## src/rtl/sdr_parameters.sv

```systemverilog
// Shared definitions for the simple APB master.
//   apb_mst_state_t      : IDLE / SETUP / ACCESS phases of one APB transfer
//   APB_TIMEOUT_DEFAULT  : default number of ACCESS cycles before a transfer aborts
//   getApbMstStateName   : readable state name for debug display
package sdr_parameters;

    typedef enum logic [1:0] {
        IDLE,
        SETUP,
        ACCESS
    } apb_mst_state_t;

    localparam int APB_TIMEOUT_DEFAULT = 64;

    function automatic string getApbMstStateName(input apb_mst_state_t s);
        case (s)
            IDLE:    return "IDLE";
            SETUP:   return "SETUP";
            ACCESS:  return "ACCESS";
            default: return "UNKNOWN";
        endcase
    endfunction

endpackage

```

## src/rtl/sdr_apb_master.sv

```systemverilog
// Single-command APB master with timeout and completion statistics.
// Ports:
//   pclk, preset            clock and synchronous active-high reset
//   req_valid/req_ready     user command handshake
//   req_write/addr/wdata    user command contents
//   rsp_valid               one-cycle completion pulse (no backpressure)
//   rsp_write/rdata/err     completion details, held until the next completion
//   busy                    a transfer is in progress
//   txn_count / err_count   completed transfers (wrapping) / timeouts (saturating)
//   pselect..pwdata         APB request side
//   prdata, pready          APB completion side
module sdr_apb_master
    import sdr_parameters::*;
#(
    parameter int TIMEOUT_CYCLES = APB_TIMEOUT_DEFAULT,
    parameter int ADDR_W         = 16,
    parameter int DATA_W         = 16
) (
    input  logic              pclk,
    input  logic              preset,
    input  logic              req_valid,
    output logic              req_ready,
    input  logic              req_write,
    input  logic [ADDR_W-1:0] req_addr,
    input  logic [DATA_W-1:0] req_wdata,
    output logic              rsp_valid,
    output logic              rsp_write,
    output logic [DATA_W-1:0] rsp_rdata,
    output logic              rsp_err,
    output logic              busy,
    output logic [15:0]       txn_count,
    output logic [7:0]        err_count,
    output logic              pselect,
    output logic              penable,
    output logic              pwrite,
    output logic [ADDR_W-1:0] paddr,
    output logic [DATA_W-1:0] pwdata,
    input  logic [DATA_W-1:0] prdata,
    input  logic              pready
);

    localparam int               TMO_W    = (TIMEOUT_CYCLES > 1) ? $clog2(TIMEOUT_CYCLES) : 1;
    localparam logic [TMO_W-1:0] TMO_LAST = TMO_W'(TIMEOUT_CYCLES - 1);

    apb_mst_state_t    state;
    apb_mst_state_t    next_state;
    logic [TMO_W-1:0]  tmo_count;
    logic              cmd_write;
    logic [ADDR_W-1:0] cmd_addr;
    logic [DATA_W-1:0] cmd_wdata;
    logic              accept;
    logic              done_ok;
    logic              done_tmo;

    always_ff @(posedge pclk) begin
        if (preset) begin
            state <= IDLE;
        end else begin
            state <= next_state;
        end
    end

    // Next state and handshake decode. req_ready is forced low while reset
    // is applied so no command appears accepted during reset.
    always_comb begin
        next_state = state;
        accept     = 1'b0;
        done_ok    = 1'b0;
        done_tmo   = 1'b0;
        req_ready  = 1'b0;
        pselect    = 1'b0;
        penable    = 1'b0;
        case (state)
            IDLE: begin
                req_ready = !preset;
                if (req_valid) begin
                    accept     = 1'b1;
                    next_state = SETUP;
                end
            end
            SETUP: begin
                pselect    = 1'b1;
                next_state = ACCESS;
            end
            ACCESS: begin
                pselect   = 1'b1;
                penable   = 1'b1;
                req_ready = pready && !preset;
                // pready takes priority over an expiring timeout
                if (pready) begin
                    done_ok = 1'b1;
                    if (req_valid) begin
                        accept     = 1'b1;
                        next_state = SETUP;
                    end else begin
                        next_state = IDLE;
                    end
                end else if (tmo_count == TMO_LAST) begin
                    done_tmo   = 1'b1;
                    next_state = IDLE;
                end
            end
            default: next_state = IDLE;
        endcase
    end

    // APB request fields read as zero whenever no transfer is in flight.
    assign busy   = (state != IDLE);
    assign pwrite = busy ? cmd_write : 1'b0;
    assign paddr  = busy ? cmd_addr  : '0;
    assign pwdata = busy ? cmd_wdata : '0;

    // Command latch, timeout counter, response registers and statistics.
    always_ff @(posedge pclk) begin
        if (preset) begin
            cmd_write <= 1'b0;
            cmd_addr  <= '0;
            cmd_wdata <= '0;
            tmo_count <= '0;
            rsp_valid <= 1'b0;
            rsp_write <= 1'b0;
            rsp_rdata <= '0;
            rsp_err   <= 1'b0;
            txn_count <= '0;
            err_count <= '0;
        end else begin
            rsp_valid <= 1'b0;
            if (accept) begin
                cmd_write <= req_write;
                cmd_addr  <= req_addr;
                cmd_wdata <= req_wdata;
            end
            if (state == SETUP) begin
                tmo_count <= '0;
            end else if (state == ACCESS && !pready && !done_tmo) begin
                tmo_count <= tmo_count + 1'b1;
            end
            if (done_ok || done_tmo) begin
                rsp_valid <= 1'b1;
                rsp_write <= cmd_write;
                rsp_err   <= done_tmo;
                rsp_rdata <= (done_ok && !cmd_write) ? prdata : '0;
                txn_count <= txn_count + 16'd1;
                if (done_tmo && err_count != 8'hFF) begin
                    err_count <= err_count + 8'd1;
                end
            end
        end
    end

endmodule

```

## config.mk

```make
export PLATFORM = sky130hd
export DESIGN_NAME = sdr_apb_master
export DESIGN_NICKNAME = d
export VERILOG_FILES = /design/src/rtl/sdr_parameters.sv /design/src/rtl/sdr_apb_master.sv
export SDC_FILE = /design/constraint.sdc
export NUM_CORES = 1
export LEC_CHECK = 0
export ABC_AREA = 1
export BUFFER_PORTS_ARGS = -buffer_cell sky130_fd_sc_hd__buf_2
export CORE_ASPECT_RATIO = 1.75
export CORE_UTILIZATION = 41
export CTS_BUF_LIST = sky130_fd_sc_hd__clkbuf_2 sky130_fd_sc_hd__clkbuf_4 sky130_fd_sc_hd__clkbuf_8
export CTS_CLUSTER_SIZE = 20
export DETAILED_ROUTE_END_ITERATION = 8
export PLACE_DENSITY = 0.75
export SYNTH_ARGS = -nofsm -noshare
export SYNTH_HDL_FRONTEND = slang
export SYNTH_SLANG_ARGS = --single-unit
```

## constraint.sdc

```tcl
create_clock -name pclk -period 1.6 [get_ports pclk]
set_input_delay 0.08 -clock pclk [delete_from_list [all_inputs] [get_ports pclk]]
set_output_delay 0.08 -clock pclk [all_outputs]
set_load 0.005 [all_outputs]
```

==> impl_metrics.prom <==
# TYPE chip_impl_metric gauge
chip_impl_info{name="outcome",value="completed"} 1
chip_impl_metric{name="grt_pass1_vias",unit=""} 3658
chip_impl_info{name="top_layer",value="met4"} 1
chip_impl_info{name="setup.worst_path.end_class",value="output port"} 1
chip_impl_metric{name="grt_start_max_net_pins",unit=""} 67
chip_impl_metric{name="initial_utilization",unit="%"} 42.2
chip_impl_metric{name="maxSlewViolCount",unit=""} 0
chip_impl_metric{name="drt.antenna.violating_nets",unit=""} 0
chip_impl_metric{name="min_period",unit="ps"} 1570
chip_impl_metric{name="finish.net_count",unit=""} 783
chip_impl_info{name="synth_common_cells",value="sky130_fd_sc_hd__nand2_1, sky130_fd_sc_hd__nor2_1, sky130_fd_sc_hd__dfxtp_1"} 1
chip_impl_info{name="synthTopCellsByArea",value="sky130_fd_sc_hd__dfxtp_1, sky130_fd_sc_hd__nand2_1, sky130_fd_sc_hd__nor2_1"} 1
chip_impl_metric{name="path_clk_slew",unit="ps"} 80
chip_impl_metric{name="total_wirelength",unit="um"} 11000
chip_impl_metric{name="buffer_ports.inserted",unit=""} 132
chip_impl_info{name="timing.critical_path.mode_cell",value="sky130_fd_sc_hd__buf_6"} 1
chip_impl_info{name="synth_ff_type",value="sky130_fd_sc_hd__dfxtp_1"} 1
chip_impl_metric{name="stdcell_area",unit="sq um"} 5560
chip_impl_metric{name="detailed_router_s_first_iteration_violation_count",unit=""} 194
chip_impl_metric{name="relSlewSlack",unit="%"} 67.4
chip_impl_metric{name="placedInstanceArea",unit="sq um"} 4610
chip_impl_metric{name="syn_to_final_growth",unit="%"} 44.6
chip_impl_metric{name="power.ir.vdd_worst",unit="uV"} 892
chip_impl_metric{name="leakage_power",unit="nW"} 2.56
chip_impl_metric{name="first_pass_grt_wire_length",unit="um"} 15300
chip_impl_metric{name="routabilityCongestion",unit=""} 0.844
chip_impl_metric{name="number_of_search_and_repair_iterations_in_the_first_detailed_routing_pass",unit=""} 4
chip_impl_metric{name="yosysUniqueCellTypes",unit=""} 27
chip_impl_metric{name="synth-edff-count",unit=""} 0
chip_impl_metric{name="post_synth.cell_area_avg",unit="sq um"} 7.07
chip_impl_metric{name="ys_seq_elements",unit=""} 84
chip_impl_info{name="worst_setup_path_start_kind",value="flop"} 1
chip_impl_info{name="synth.most_common_cell",value="sky130_fd_sc_hd__nand2_1"} 1
chip_impl_info{name="timing.hold.worst.class",value="in2reg"} 1
chip_impl_metric{name="cts-htree-levels",unit=""} 3
chip_impl_metric{name="timing.final.crit_share",unit="%"} 98.3
chip_impl_metric{name="synth_async_sr_flop_share",unit="%"} 0
chip_impl_metric{name="fin_total_pwr",unit="mW"} 6.84
chip_impl_metric{name="globalRoute.totalOverflow",unit=""} 0
chip_impl_info{name="unrepaired_setup_endpoints_after_global_routing",value="yes"} 1
chip_impl_info{name="cp_slowest_cell",value="sky130_fd_sc_hd__dfxtp_2"} 1
chip_impl_info{name="critical_path.reg2reg.startpoint",value="state[1]$_SDFFE_PP0P_"} 1
chip_impl_metric{name="die_area",unit="sq um"} 9780
chip_impl_info{name="hold_path_startpoint",value="req_addr[14]"} 1
chip_impl_metric{name="timing.critical_path.slowest_cell_delay",unit="ps"} 340
chip_impl_metric{name="postSynthCellCount",unit=""} 543
chip_impl_metric{name="count_of_yosys_warnings_during_synthesis",unit=""} 0
chip_impl_info{name="cts.root.buffer_cell",value="sky130_fd_sc_hd__clkbuf_8"} 1
chip_impl_metric{name="antenna_violations_before_repair",unit=""} 0
chip_impl_metric{name="cp.arrival",unit="ps"} 1490
chip_impl_metric{name="total_of_endpoints_with_negative_setup_slack_in_the_final_report",unit=""} 0
chip_impl_info{name="setup.worst_path.start",value="state[0]$_SDFFE_PP0P_"} 1
chip_impl_metric{name="tightest_slew",unit="ps"} 488
chip_impl_metric{name="grt_usage",unit="%"} 20.2
chip_impl_metric{name="diodes",unit=""} 0
chip_impl_info{name="cp_cell_sequence",value="inv_2, buf_6, ha_4, clkbuf_16, nor2_4, buf_6"} 1
chip_impl_metric{name="top_level_pins",unit=""} 133
chip_impl_metric{name="cts_num_sinks",unit=""} 84
chip_impl_metric{name="clock.fmax",unit="MHz"} 636
chip_impl_metric{name="cts.path.max_buffers",unit=""} 2
chip_impl_metric{name="ys_seq_area_share",unit="%"} 43.8
chip_impl_info{name="crit_type",value="reg2out"} 1
chip_impl_metric{name="netlist_area_pre_place",unit="sq um"} 3840
chip_impl_metric{name="crit_required",unit="ps"} 1520
chip_impl_info{name="tritoncts",value="done"} 1
chip_impl_metric{name="layout-drive-gt1-share",unit="%"} 32.3
chip_impl_metric{name="skew",unit="ps"} 7.73
chip_impl_metric{name="coreArea",unit="sq um"} 9090
chip_impl_metric{name="die_width",unit="um"} 75.2
chip_impl_metric{name="synth.net_count",unit=""} 603
chip_impl_metric{name="post-dp-hpwl",unit="um"} 6660
chip_impl_metric{name="timing_hold_violations_final",unit=""} 0
chip_impl_metric{name="wl_met3",unit="um"} 541
chip_impl_metric{name="netlist.area_leader.share",unit="%"} 43.8
chip_impl_metric{name="vias",unit=""} 4109
chip_impl_metric{name="wl_met1",unit="um"} 4240
chip_impl_metric{name="die_height",unit="um"} 130
chip_impl_info{name="synthDominantAreaCellType",value="sky130_fd_sc_hd__dfxtp_1"} 1
chip_impl_metric{name="detailroute.wirelength.met2",unit="um"} 5990
chip_impl_metric{name="fillers",unit=""} 861
chip_impl_metric{name="wl_per_cell",unit="um"} 13.0
chip_impl_metric{name="routed_via_density",unit=""} 4.85
chip_impl_metric{name="crit_path_max_fanout",unit=""} 7
chip_impl_metric{name="maxCapViolations",unit=""} 0
chip_impl_metric{name="dr_drc_count",unit=""} 0
chip_impl_metric{name="worstSkewPairLatency",unit="ps"} 350
chip_impl_metric{name="placement_rows",unit=""} 46
chip_impl_metric{name="numCtsBuffers",unit=""} 9
chip_impl_metric{name="powerDensity",unit="nW/um^2"} 1230
metal layers:
metal  up-vias  track usage, %
met5         -               0
met4         0            8.82
met3        22            5.48
met2       132            37.0
met1      1885            20.9
li1       2070               -
path summary, 6_finish.rpt:
path	end	slack, ps	depth (start not counted)
max	pwrite	30	6
min	cmd_addr[14]$_SDFFE_PP0P_	5	3
max reg2reg	cmd_addr[4]$_SDFFE_PP0P_	60	9
min reg2reg	rsp_rdata[3]$_SDFFE_PP0P_	460	2
stage by stage:
step,TNS (ps),instances,hold slack [ps],util [%],worst slack [ps]
final,0,848,4.55,61.1,27.4
after global routing,-770,848,1.93,61.1,-40.9
after global placement,0,782,332,50.7,75.0
after floorplan,0,543,227,-,122
after detailed placement,0,782,339,50.7,21.9
after CTS,-29.2,831,0.178,56.5,-15.0
power by group:
group	internal [mW]	total, mW	leakage (nW)	switching [mW]
sequential	2.42	2.55	0.686	0.129
clock	0.637	1.38	0.0892	0.747
combinational	1.33	2.91	1.78	1.58
total	4.39	6.84	2.56	2.45
worst max-delay path, delay by kind of cell (launching register included):
family	cells	cell delay [ps]
buffers and inverters	4	460
AND/OR/NAND/NOR	1	120
adder cells (fa/ha/maj)	1	210
flip-flops	1	340
registers in the layout, summed over array words and instances, names as in the netlist:
name and count:
err_count 8, rsp_err 1, state 2, rsp_write 1, cmd_write 1, tmo_count 6, cmd_wdata 16, rsp_rdata 16
txn_count 16, cmd_addr 16, rsp_valid 1
layout by cell type, fill, tap and decap left out, drive strengths merged:
cell type,instances
nor2,100
nand4,1
dlygate4sd3,33
inv,68
clkbuf,16
xor2,3
nand3b,4
buf,155
nand2,112
clkinvlp,2
a21oi,71
dfxtp,84
o21ai,44
nor3,1
ha,7
clkinv,3
nand3,24
final cells by class:
cell class                 count  area, sq um  area share [%]
multi-input combinational    367         1920            34.5
clock inverter                 4         25.0           0.450
clock buffer                  12          153            2.75
inverter                      69          267            4.80
sequential                    84         1680            30.3
tap                          120          150            2.70
timing repair buffer         192         1360            24.4
what timing repair did:
item / in CTS / in global routing
hold endpoints to repair: 33 / 0
setup buffers: 0 / 7
cloned: 0 / 10
pin swaps: 0 / 13
hold buffers: 33 / 0
gates resized for setup: 4 / 71
endpoints found under the setup margin: 33 / 110
logic make-up after synthesis:
| logic type | after synthesis | synth area share, % |
|---|---|---|
| buffers and inverters | 94 | 11.1 |
| adder cells (fa/ha/maj) | 7 | 2.28 |
| flip-flops | 84 | 43.8 |
| AO/OA/AOI/OAI | 115 | 15.8 |
| AND/OR/NAND/NOR | 240 | 26.4 |
| XOR/XNOR | 3 | 0.684 |
No activity file was read; power rests on OpenSTA's default activity.
